===== src/rtl/fir_decim_mc.sv =====
// Multi-channel decimating FIR: per-channel circular delay lines share one
// time-multiplexed MAC; CPU-writable taps; saturating output with a sticky clip flag.
module fir_decim_mc #(
  parameter int NCH     = 2,
  parameter int NTAPS   = 32,
  parameter int DECIM   = 4,
  parameter int DW      = 18,
  parameter int CW      = 25,
  parameter int SHIFT   = 23,
  parameter int OUT_MAX = 131071,
  parameter int OUT_MIN = -131072
) (
  input  logic                       clk,
  input  logic                       reset_n,
  input  logic                       coef_we,
  input  logic [$clog2(NTAPS)-1:0]   coef_addr,
  input  logic signed [CW-1:0]       coef_din,
  output logic                       busy,
  output logic [31:0]                len,
  input  logic signed [DW-1:0]       in_data,
  input  logic                       in_valid,
  output logic                       in_ready,
  output logic [($clog2(NCH)|1)-1:0] in_ch,
  output logic signed [DW-1:0]       out_data,
  output logic [($clog2(NCH)|1)-1:0] out_ch,
  output logic                       out_valid,
  input  logic                       out_ready,
  output logic                       sat,
  input  logic                       sat_clr
);

  localparam int AW  = $clog2(NTAPS);
  localparam int CHW = $clog2(NCH) | 1;
  localparam int TW  = $clog2(NTAPS + 1);
  localparam int DCW = $clog2(DECIM + 1);
  localparam int PW  = DW + CW;
  localparam int ACW = PW + $clog2(NTAPS);

  localparam logic [1:0] S_IDLE = 2'd0;
  localparam logic [1:0] S_MAC  = 2'd1;
  localparam logic [1:0] S_OUT  = 2'd2;

  localparam logic signed [CW-1:0]  COEF_ONE = CW'(64'(1) << SHIFT);
  localparam logic signed [ACW-1:0] MAX_A    = ACW'(OUT_MAX);
  localparam logic signed [ACW-1:0] MIN_A    = ACW'(OUT_MIN);

  logic [1:0]            state_q, state_d;
  logic [CHW-1:0]        in_ch_q, in_ch_d;
  logic [CHW-1:0]        ch_q, ch_d;
  logic [AW-1:0]         wp_q, wp_d;
  logic [AW-1:0]         rd_q, rd_d;
  logic [DCW-1:0]        dcnt_q, dcnt_d;
  logic [TW-1:0]         tap_q, tap_d;
  logic signed [ACW-1:0] acc_q, acc_d;
  logic signed [DW-1:0]  out_data_q, out_data_d;
  logic [CHW-1:0]        out_ch_q, out_ch_d;
  logic                  out_valid_q, out_valid_d;
  logic                  sat_q, sat_d;
  logic                  rdy_en_q;

  logic signed [DW-1:0]  line_q [NCH][NTAPS];
  logic signed [CW-1:0]  coef_q [NTAPS];
  logic signed [CW-1:0]  coef_f_q;
  logic signed [DW-1:0]  x_f_q;

  logic                  accept, frame_done, decim_done, load_out, fire, clip_hi, clip_lo;
  logic [AW-1:0]         wp_prev;
  logic signed [PW-1:0]  prod;
  logic signed [ACW-1:0] shifted;

  assign in_ready   = rdy_en_q && (state_q == S_IDLE);
  assign busy       = (state_q != S_IDLE);
  assign len        = 32'(NTAPS);
  assign in_ch      = in_ch_q;
  assign out_data   = out_data_q;
  assign out_ch     = out_ch_q;
  assign out_valid  = out_valid_q;
  assign sat        = sat_q;

  assign accept     = in_valid && in_ready;
  assign frame_done = accept && (in_ch_q == CHW'(NCH - 1));
  assign decim_done = frame_done && (dcnt_q == DCW'(DECIM - 1));
  assign wp_prev    = (wp_q == '0) ? AW'(NTAPS - 1) : wp_q - 1'b1;
  assign prod       = coef_f_q * x_f_q;
  assign shifted    = acc_q >>> SHIFT;
  assign clip_hi    = shifted > MAX_A;
  assign clip_lo    = shifted < MIN_A;
  assign load_out   = (state_q == S_OUT) && !out_valid_q;
  assign fire       = out_valid_q && out_ready;

  // NOTE: every signal driven here gets its default first so no path leaves it
  // unassigned; otherwise synthesis infers a latch.
  always_comb begin
    state_d     = state_q;
    in_ch_d     = in_ch_q;
    ch_d        = ch_q;
    wp_d        = wp_q;
    rd_d        = rd_q;
    dcnt_d      = dcnt_q;
    tap_d       = tap_q;
    acc_d       = acc_q;
    out_data_d  = out_data_q;
    out_ch_d    = out_ch_q;
    out_valid_d = out_valid_q;
    sat_d       = sat_q;
    if (sat_clr) sat_d = 1'b0;

    case (state_q)
      S_IDLE: begin
        if (accept) begin
          in_ch_d = (in_ch_q == CHW'(NCH - 1)) ? '0 : in_ch_q + 1'b1;
          if (frame_done) begin
            wp_d   = (wp_q == AW'(NTAPS - 1)) ? '0 : wp_q + 1'b1;
            dcnt_d = decim_done ? '0 : dcnt_q + 1'b1;
          end
          if (decim_done) begin
            // The completing sample lands at wp_q this edge, so it is the newest tap.
            state_d = S_MAC;
            ch_d    = '0;
            tap_d   = '0;
            rd_d    = wp_q;
          end
        end
      end
      S_MAC: begin
        // Operands fetched in cycle k are accumulated in cycle k+1.
        tap_d = tap_q + 1'b1;
        rd_d  = (rd_q == '0) ? AW'(NTAPS - 1) : rd_q - 1'b1;
        acc_d = (tap_q == '0) ? '0 : acc_q + ACW'(prod);
        if (tap_q == TW'(NTAPS)) state_d = S_OUT;
      end
      S_OUT: begin
        if (load_out) begin
          out_data_d  = clip_hi ? DW'(OUT_MAX) : clip_lo ? DW'(OUT_MIN) : shifted[DW-1:0];
          out_ch_d    = ch_q;
          out_valid_d = 1'b1;
          if (clip_hi || clip_lo) sat_d = 1'b1;
        end
        if (fire) begin
          out_valid_d = 1'b0;
          if (ch_q == CHW'(NCH - 1)) begin
            state_d = S_IDLE;
          end else begin
            ch_d    = ch_q + 1'b1;
            state_d = S_MAC;
            tap_d   = '0;
            rd_d    = wp_prev;
          end
        end
      end
      default: state_d = S_IDLE;
    endcase
  end

  // NOTE: sequential state uses non-blocking assignments so every register
  // samples pre-edge values regardless of statement order.
  always_ff @(posedge clk or negedge reset_n) begin
    if (!reset_n) begin
      state_q     <= S_IDLE;
      in_ch_q     <= '0;
      ch_q        <= '0;
      wp_q        <= '0;
      rd_q        <= '0;
      dcnt_q      <= '0;
      tap_q       <= '0;
      acc_q       <= '0;
      out_data_q  <= '0;
      out_ch_q    <= '0;
      out_valid_q <= 1'b0;
      sat_q       <= 1'b0;
      rdy_en_q    <= 1'b0;
    end else begin
      state_q     <= state_d;
      in_ch_q     <= in_ch_d;
      ch_q        <= ch_d;
      wp_q        <= wp_d;
      rd_q        <= rd_d;
      dcnt_q      <= dcnt_d;
      tap_q       <= tap_d;
      acc_q       <= acc_d;
      out_data_q  <= out_data_d;
      out_ch_q    <= out_ch_d;
      out_valid_q <= out_valid_d;
      sat_q       <= sat_d;
      rdy_en_q    <= 1'b1;
    end
  end

  // NOTE: these arrays are reset on purpose: early samples must read as zero and
  // the coefficient table must come up as an identity filter, so they cannot be RAM.
  always_ff @(posedge clk or negedge reset_n) begin
    if (!reset_n) begin
      for (int c = 0; c < NCH; c++)
        for (int t = 0; t < NTAPS; t++)
          line_q[c][t] <= '0;
      for (int t = 0; t < NTAPS; t++)
        coef_q[t] <= (t == 0) ? COEF_ONE : '0;
      coef_f_q <= '0;
      x_f_q    <= '0;
    end else begin
      if (accept)
        line_q[in_ch_q][wp_q] <= in_data;
      if (coef_we && (state_q == S_IDLE) && (32'(coef_addr) < NTAPS))
        coef_q[coef_addr] <= coef_din;
      if (state_q == S_MAC) begin
        coef_f_q <= coef_q[tap_q[AW-1:0]];
        x_f_q    <= line_q[ch_q][rd_q];
      end
    end
  end

endmodule

===== config.mk =====
export PLATFORM = sky130hd
export DESIGN_NAME = fir_decim_mc
export DESIGN_NICKNAME = d
export VERILOG_FILES = /design/src/rtl/fir_decim_mc.sv
export SDC_FILE = /design/constraint.sdc
export NUM_CORES = 2
export LEC_CHECK = 0
export CAP_MARGIN = 20
export CORE_ASPECT_RATIO = 0.8
export CORE_MARGIN = 8
export CORE_UTILIZATION = 50
export DETAILED_ROUTE_END_ITERATION = 10
export GPL_TIMING_DRIVEN = 0
export PLACE_DENSITY_LB_ADDON = 0.08
export SYNTH_ARGS = -nofsm -noshare
export SYNTH_HDL_FRONTEND = slang
export SYNTH_SLANG_ARGS = --single-unit

===== constraint.sdc =====
create_clock -name clk -period 18.94 [get_ports clk]
set_input_delay 1.894 -clock clk [delete_from_list [all_inputs] [get_ports clk]]
set_output_delay 1.894 -clock clk [all_outputs]
set_load 0.03 [all_outputs]

==> run metrics <==
Vias=69900; Final period util=56.5%; Clock transition at path regs=0.08 ns; initial antenna violation count=14; Num CTS Buffers=216; Mapped Avg Cell Area=13.9 um2; Setup Skew=0.108 ns; port bufs=56; Worst Setup End Kind=flop; Hold Crit Class=flop to flop; Die W=546 um; Util after Layout=56.1%; Clock Latency Late Sink=0.91 ns; most common cell after layout, fill and taps aside=dfrtp_1; drt drc=0; nets@finish=9112; YS warnings=0; Mapped Area=112000 um2; Yosys reg bits=2088; CTS Hold Bufs=0; initial DRC count=5816; P&R area growth vs syn=11.6%; first-pass GRT wire length=500000 um; placed cell count=11200; final hold vios=0; drt total wl=337000 um; Synth area leader=dfrtp_1; top cell type's share of synthesized area=46.5%; most frequent cells in the layout=dfrtp_1, mux2_2, clkbuf_1, mux4_2, inv_1; DR pass1 iterations=7; Slew Limit Fails=0; CTS resizes=0; Post-Synth XOR/XNOR Area=0.609%; crit path max fanout=10; H-Tree Level Count=4; clock buffer depth=4; max_slew headroom=14.6%; core area=223000 um2; drt via density=6.03; grt ovf=0; sequential fraction of the synthesis area=46.5%; Syn Inst Count=8056; Crit-path slowest cell=a211oi_1; io pins=110; Worst-Margin Slew=1.27 ns; largest family of logic cells by synthesized area=multiplexers; Top FF cell, synth=dfrtp_1; shortest period the worst path allows=10.69 ns; Max Clock Freq=93.5 MHz; CTS root buffer=clkbuf_16; hpwl dp=250000 um; CP dominant cell by count=fa_1; RSZ-0062 raised after global routing=no; Final setup viols=0; CTS Sinks=2088; vias in the first global route=72900; multiplexer area fraction after synthesis=32.0%; crit-path max cell delay=0.66 ns; Area contributors post-synth=dfrtp_1, mux2_2, mux4_2; FF-to-FF path depth=34; Worst Path Required=19.68 ns; CTS tree=yes; WP data arrival=11.43 ns; worst hold stages=2; status=complete, no violations; synth unique cells=86; share of synthesized cell area in and, or, nand and nor gates=3.80%; Synth Area in Adders=9.77%; Die Height=440 um; CP Class=flop to flop; MaxCap Viol Count=0; fill cell count=18200; share of cells above drive strength 1=35.2%; Post-DRT Antenna Nets=0; gpl congestion=0.937; TNS Setup=0 ns; fin cells=11600; Initial Utilization=50.3%; All-Layer GR Usage=28.1%; Post-CTS Setup Bufs=0; Rows=155; Critical Path Source Type=flop; WL/cell=29.1 um; Die ar.=240000 um2; Synth Area in Compound Gates=3.08%; Post-synth EDFFs=0; largest net degree at the start of global routing=187; Post-synth ARST share=100%
==> per-stage QoR <==
| stage | hold WS (ns) | instance area [um2] | worst slack, ns |
|---|---|---|---|
| after CTS | 0.486 | 125000 | 8.38 |
| after detailed placement | 0.472 | 118000 | 8.43 |
| after global placement | 0.454 | 117000 | -78.70 |
| after floorplan | 0.443 | 112000 | 10.61 |
| after global routing | 0.506 | 125000 | 7.68 |
| final | 0.481 | 125000 | 8.25 |
==> cells in the mapped netlist, types with 44 or more instances <==
library cell,count
and2_1,164
nor3_1,44
clkbuf_1,543
nand2_1,452
dfrtp_1,2087
a21o_1,64
inv_1,551
mux4_2,572
xnor2_1,52
a21oi_1,139
nor2_1,123
o21ai_0,73
ha_1,169
mux2i_1,100
fa_1,442
mux2_2,1943
buf_1,63
==> worst paths after layout <==
path,start,to,slack [ns]
setup / recovery,x_f_q[9],acc_q[47],8.25
hold reg to reg,out_data[11],out_data[11],0.48
min in group asynchronous,reset_n,sat,0.94
setup reg to reg,x_f_q[9],acc_q[47],8.25
max in group asynchronous,reset_n,line_q[312],14.20
hold / removal,out_data[11],out_data[11],0.48
==> cell families (layout without fill, tap and decap cells) <==
kind of cell | Yosys count | in the layout
xor+xnor | 78 | 78
flops | 2088 | 2088
simple gates | 917 | 917
mux | 2625 | 2625
compound gates | 509 | 509
fa+ha+maj | 611 | 611
buf+inv | 1226 | 1744
other cells | 2 | 38
==> flip-flops by register name, summed over array words and instances, names as in the netlist <==
register and cells:
acc_q 48, ch_q 1, coef_f_q 25, coef_q 800
dcnt_q 3, in_ch 1, line_q 1152, out_ch 1
out_data 18, out_valid 1, rd_q 5, rdy_en_q 1
sat 1, state_q 2, tap_q 6, wp_q 5
x_f_q 18
==> per-layer routing <==
| metal | share of wire (%) | routed length [um] | GRT usage, % | vias up |
|---|---|---|---|---|
| li1 | - | - | - | 29200 |
| met1 | 46 | 154000 | 42.1 | 37800 |
| met2 | 43 | 145000 | 41.1 | 2333 |
| met3 | 8.4 | 28200 | 7.05 | 499 |
| met4 | 2.7 | 8980 | 7.04 | 6 |
| met5 | 0.0074 | 25 | 0 | - |
==> final cells by class <==
cell class,instances,area [um2],area share (%)
plain buffers,670,2680,2.14
flip-flops and latches,2088,52300,41.7
well taps,2983,3730,2.98
clock buffers,323,6450,5.15
multi-input cells,4773,55400,44.2
repair buffers,142,2040,1.63
clock inverters,53,643,0.513
inverters,556,2090,1.67
diodes,5,12.5,0.00999
==> critical path: cells and delay by family, from the launching register on <==
family          cells  cell delay, ns
compound gates     13            3.30
fa+ha+maj           8            3.93
flops               1            0.32
buf+inv             5            1.35
xor+xnor            1            0.25
simple gates        7            1.46
Power is left out: the tool's default activity adds up to more than one toggle a clock period on the data nets, which glitch-free logic cannot reach.
